[config.mk]
export PLATFORM = sky130hd
export DESIGN_NAME = spi_arbiter
export DESIGN_NICKNAME = d
export VERILOG_FILES = /design/src/rtl/spi_arbiter.sv
export SDC_FILE = /design/constraint.sdc
export NUM_CORES = 1
export LEC_CHECK = 0
export ABC_AREA = 1
export CORE_ASPECT_RATIO = 1.75
export CORE_MARGIN = 5
export CORE_UTILIZATION = 38
export DETAILED_ROUTE_END_ITERATION = 8
export HOLD_SLACK_MARGIN = 0.15
export PLACE_DENSITY_LB_ADDON = 0.1
export SYNTH_ARGS = -nofsm -noshare
export SYNTH_HDL_FRONTEND = slang
export SYNTH_SLANG_ARGS = --single-unit
[constraint.sdc]
create_clock -name clk -period 3.7 [get_ports clk]
set_input_delay 0.37 -clock clk [delete_from_list [all_inputs] [get_ports clk]]
set_output_delay 0.37 -clock clk [all_outputs]
set_load 0.05 [all_outputs]
[src/rtl/spi_arbiter.sv]
// Round-robin arbiter that shares one spi_if master between NREQ requesters.
// Optional WAIT-state watchdog enabled with `define SPI_ARB_TIMEOUT_EN.

`ifndef DATAPATH_W
`define DATAPATH_W 8
`endif

module spi_arbiter #(
  parameter int NREQ      = 2,
  parameter int DATA_W    = `DATAPATH_W,
  parameter int TIMEOUT   = 64,
  parameter int TIMEOUT_W = $clog2(TIMEOUT + 1)
) (
  input  logic                     clk,
  input  logic                     rst,
  input  logic [NREQ-1:0]          req_valid_in,
  input  logic [NREQ-1:0]          req_write_in,
  input  logic [NREQ*DATA_W-1:0]   req_wdata_in,
  output logic [NREQ-1:0]          gnt_out,
  output logic [NREQ-1:0]          rsp_done_out,
  output logic [DATA_W-1:0]        rsp_rdata_out,
  output logic                     rsp_err_out,
  output logic                     busy_out,
  output logic                     spi_send_out,
  output logic                     spi_read_out,
  output logic [DATA_W-1:0]        spi_data_out,
  input  logic                     spi_ready_in,
  input  logic [DATA_W-1:0]        spi_rdata_in,
  output logic                     spi_abort_out
);

  localparam int IDX_W = $clog2(NREQ);

  typedef enum logic [1:0] {
    IDLE  = 2'd0,
    ISSUE = 2'd1,
    WAIT  = 2'd2,
    DONE  = 2'd3
  } state_e;

  state_e            state_q;
  logic [IDX_W-1:0]  idx_q;
  logic [IDX_W-1:0]  last_gnt_q;
  logic              write_q;
  logic [NREQ-1:0]   gnt_q;
  logic [NREQ-1:0]   done_q;
  logic              send_q;
  logic              read_q;
  logic [DATA_W-1:0] data_q;
  logic [DATA_W-1:0] rdata_q;
`ifdef SPI_ARB_TIMEOUT_EN
  logic [TIMEOUT_W-1:0] cnt_q;
  logic                 err_q;
  logic                 abort_q;
`endif

  logic              pick_valid_d;
  logic [IDX_W-1:0]  pick_idx_d;
  logic [IDX_W-1:0]  cand_idx;
  logic              pick_write_d;
  logic [DATA_W-1:0] pick_wdata_d;
  logic [NREQ-1:0]   pick_onehot_d;

  // Scan from last_gnt+1 upward; iterating from the far end lets the nearest
  // candidate overwrite the others, so the lowest offset wins.
  always_comb begin
    pick_valid_d = 1'b0;
    pick_idx_d   = last_gnt_q;
    cand_idx     = '0;
    for (int k = NREQ; k >= 1; k--) begin
      if (int'(last_gnt_q) + k >= NREQ) begin
        cand_idx = IDX_W'(int'(last_gnt_q) + k - NREQ);
      end else begin
        cand_idx = IDX_W'(int'(last_gnt_q) + k);
      end
      if (req_valid_in[cand_idx]) begin
        pick_valid_d = 1'b1;
        pick_idx_d   = cand_idx;
      end
    end
    pick_write_d  = req_write_in[pick_idx_d];
    pick_wdata_d  = req_wdata_in[pick_idx_d*DATA_W +: DATA_W];
    pick_onehot_d = NREQ'(1) << pick_idx_d;
  end

  always_ff @(posedge clk or negedge rst) begin
    if (!rst) begin
      state_q    <= IDLE;
      idx_q      <= '0;
      last_gnt_q <= IDX_W'(NREQ - 1);
      write_q    <= 1'b0;
      gnt_q      <= '0;
      done_q     <= '0;
      send_q     <= 1'b0;
      read_q     <= 1'b0;
      data_q     <= '0;
      rdata_q    <= '0;
`ifdef SPI_ARB_TIMEOUT_EN
      cnt_q      <= '0;
      err_q      <= 1'b0;
      abort_q    <= 1'b0;
`endif
    end else begin
      case (state_q)
        IDLE: begin
          if (pick_valid_d) begin
            state_q <= ISSUE;
            idx_q   <= pick_idx_d;
            write_q <= pick_write_d;
            data_q  <= pick_wdata_d;
            gnt_q   <= pick_onehot_d;
            send_q  <= pick_write_d;
            read_q  <= ~pick_write_d;
          end
        end
        ISSUE: begin
          state_q <= WAIT;
          send_q  <= 1'b0;
`ifdef SPI_ARB_TIMEOUT_EN
          cnt_q   <= '0;
`endif
        end
        WAIT: begin
          if (spi_ready_in) begin
            state_q <= DONE;
            read_q  <= 1'b0;
            done_q  <= gnt_q;
            rdata_q <= write_q ? '0 : spi_rdata_in;
`ifdef SPI_ARB_TIMEOUT_EN
          end else if (cnt_q == TIMEOUT_W'(TIMEOUT - 1)) begin
            // Ready has priority above; only a true stall reaches here.
            state_q <= DONE;
            read_q  <= 1'b0;
            done_q  <= gnt_q;
            rdata_q <= '0;
            err_q   <= 1'b1;
            abort_q <= 1'b1;
          end else begin
            cnt_q   <= cnt_q + 1'b1;
`endif
          end
        end
        DONE: begin
          state_q    <= IDLE;
          last_gnt_q <= idx_q;
          gnt_q      <= '0;
          done_q     <= '0;
`ifdef SPI_ARB_TIMEOUT_EN
          err_q      <= 1'b0;
          abort_q    <= 1'b0;
`endif
        end
        default: begin
          state_q <= IDLE;
          gnt_q   <= '0;
          done_q  <= '0;
          send_q  <= 1'b0;
          read_q  <= 1'b0;
        end
      endcase
    end
  end

  assign gnt_out       = gnt_q;
  assign rsp_done_out  = done_q;
  assign rsp_rdata_out = rdata_q;
  assign busy_out      = (state_q != IDLE);
  assign spi_send_out  = send_q;
  assign spi_read_out  = read_q;
  assign spi_data_out  = data_q;
`ifdef SPI_ARB_TIMEOUT_EN
  assign rsp_err_out   = err_q;
  assign spi_abort_out = abort_q;
`else
  assign rsp_err_out   = 1'b0;
  assign spi_abort_out = 1'b0;
`endif

endmodule

==> flow_summary.json <==
{
  "grt_use_total": 0.158,
  "seq_power_share": 0.298,
  "cp_num_cells": 4,
  "drive_gt1_frac": 0.0526,
  "finalSetupTns_ns": 0,
  "die-width_um": 54.5,
  "cpPeakStageDelay_ns": 0.80,
  "cts_tree": "done",
  "arrival_ns": 1.95,
  "crit_slowest_cell": "clkdlybuf4s50_1",
  "antenna_found_initial": 0,
  "dp_hpwl_mm": 2.63,
  "r2r_end": "spi_data_out[6]$_DFFE_PN0P_",
  "worstReg2RegStart": "state_q[0]$_DFFE_PN0P_",
  "fp.dieH_um": 87.8,
  "internal-power_uw": 837,
  "finalPower_mw": 1.70,
  "hold_class": "primary input to asynchronous set/reset pin",
  "cts_root_buf": "clkbuf_8",
  "fillers": 334,
  "worst_slew_margin_rel": 0.628,
  "synth_cells": 156,
  "finalMaxSlewViolations": 0,
  "drt_wl_total_mm": 3.42,
  "portBuffers": 53,
  "critical_path_class": "flop to output port",
  "diodes": 0,
  "ctsHtreeMaxLevel": 1,
  "max_freq_mhz": 431,
  "setup_slack_ns": 1.38,
  "synth_cell_types": 20,
  "die_area_sq_um": 4780,
  "clkTransAtPathRegs_ns": 0.09,
  "finClkSkew_ns": 0.00280,
  "vias_per_cell": 4.61,
  "grt_overflow_total": 0,
  "power_switching_share": 0.508,
  "vias": 1172,
  "synth-seq-cells": 27,
  "worstRegToRegCells": 8,
  "crit_path_end": "busy_out",
  "outcome": "finished clean",
  "coreArea_sq_um": 3360,
  "cp_max_fo": 5,
  "p_sw_uw": 863,
  "p_leak_nw": 0.885,
  "drtIter0Drc": 21,
  "multi_input_area_sq_um": 536,
  "first_pass_iters": 5,
  "hold_viol_final": 0,
  "period_needed_ns": 2.32,
  "grt_pass1_vias": 1181,
  "cp.required_ns": 3.33,
  "peakVddDrop_mv": 0.543,
  "cp_top_family": "buffers and inverters",
  "ys_warn_count": 0,
  "clock_sink_count": 27,
  "num_rows": 28,
  "cts_buffers": 3,
  "rsz0062_at_grt": "no",
  "postCtsSetupBuffers": 0,
  "grt_max_degree": 28,
  "gp_congestion": 0.812,
  "drv_cap": 0,
  "synth_area_per_cell_sq_um": 8.43,
  "power_density_nw_per_um2": 891,
  "clockBufferDepth": 2,
  "holdBufCountCts": 0,
  "initial_utilization": 0.391,
  "nNetsFinal": 247,
  "cp-end-kind": "output port",
  "pre_cts_ws_ns": 1.60,
  "post_cts_resized": 0,
  "yosysSeqAreaShare": 0.515,
  "worstPathCellList": "inv_1, ha_1, inv_2, clkdlybuf4s50_1",
  "wl_per_cell_um": 13.4,
  "critPathBufInv": 3,
  "startpoint": "state_q[0]$_DFFE_PN0P_",
  "r2r_slack_ns": 1.67,
  "power_frac_clock": 0.099,
  "io_pins": 56,
  "drc": 0,
  "fin_crit_sh": 0.627,
  "combinationalPowerShare": 0.603,
  "start_kind": "flop",
  "ant_nets": 0,
  "setup_viol": 0,
  "syn_area_sq_um": 1320,
  "worstMarginPinSlew_ns": 0.557,
  "clk_latency_ns": 0.27,
  "register_area_sq_um": 677,
  "grt_pass1_wl_mm": 5.55,
  "area_growth_pct": 45.1
}
-- metrics by stage --
step,utilization,instance area (sq um),instances,hold slack (ns)
6_report,0.567,1910,254,0.470
5_1_grt,0.567,1910,254,0.494
4_1_cts,0.567,1910,254,0.486
3_5_place_dp,0.554,1860,250,0.473
3_3_place_gp,0.554,1860,250,0.466
2_1_floorplan,-,1320,157,0.0744
-- cells in the final DEF, fill, tap and decap left out, drive strengths merged --
cell type       n
buf             1
conb            2
o21ai          18
ha              6
dfstp           1
clkdlybuf4s50  53
a21oi           1
dfrtp          26
nor2            7
o211ai          1
nand2          51
nand4           1
inv            15
clkbuf          4
nand3          22
-- cell usage after synthesis (all sizes together) --
cell type  instances  share of area
nand2             51           0.15
dfrtp             26           0.49
nand3             22          0.084
o21ai             18          0.071
inv               15          0.043
nor2               7          0.028
buf                6          0.038
ha                 6          0.057
a21oi              1         0.0038
conb               1         0.0029
dfstp              1          0.020
nand4              1         0.0048
o211ai             1         0.0057
-- metal layers --
layer | track usage | routed length [um] | up-vias
li1 | - | - | 599
met1 | 0.187 | 1360 | 536
met2 | 0.276 | 1860 | 33
met3 | 0.0239 | 141 | 4
met4 | 0.0612 | 55 | 0
met5 | 0 | 0 | -
-- final cells by class --
type / count / area share
Clock buffer: 4 / 0.0236
Tap cell: 45 / 0.0295
Timing Repair Buffer: 54 / 0.282
Multi-Input combinational cell: 109 / 0.281
Sequential cell: 27 / 0.355
Inverter: 15 / 0.0295
-- logic make-up after synthesis --
logic type      count (synthesis)  share of synthesized area
compound gates                 20                     0.0809
fa+ha+maj                       6                     0.0571
buf+inv                        21                     0.0809
flops                          27                      0.515
other cells                     1                    0.00285
simple gates                   81                      0.264
-- power by group through the flow --
stage | Sequential (mW) | Combinational, mW | Clock [mW]
floorplan | 0.846 | 0.376 | 0
global placement | 0.505 | 1.02 | 0
detailed placement | 0.514 | 1.04 | 0
CTS | 0.508 | 1.04 | 0.173
global route | 0.527 | 1.12 | 0.187
finish | 0.507 | 1.03 | 0.168
-- flip-flops by register name (all words and copies together), names as in the netlist, 2 cells and up --
register,flops
rsp_rdata_out,8
spi_data_out,8
gnt_out,2
rsp_done_out,2
state_q,2
-- worst min path at each step --
stage | start | cells past startpoint | end | slack [ns]
finish | rst | 2 | rsp_done_out[1]$_DFFE_PN0P_ | 0.47
global route | rst | 2 | rsp_done_out[1]$_DFFE_PN0P_ | 0.49
CTS | rst | 2 | rsp_done_out[1]$_DFFE_PN0P_ | 0.49
detailed placement | rsp_rdata_out[7]$_DFFE_PN0P_ | 2 | rsp_rdata_out[7]$_DFFE_PN0P_ | 0.47
global placement | rsp_rdata_out[6]$_DFFE_PN0P_ | 2 | rsp_rdata_out[6]$_DFFE_PN0P_ | 0.47
floorplan | rst | 0 | gnt_out[0]$_DFFE_PN0P_ | 0.07
Note: power is estimated with default switching activity, not from simulation.
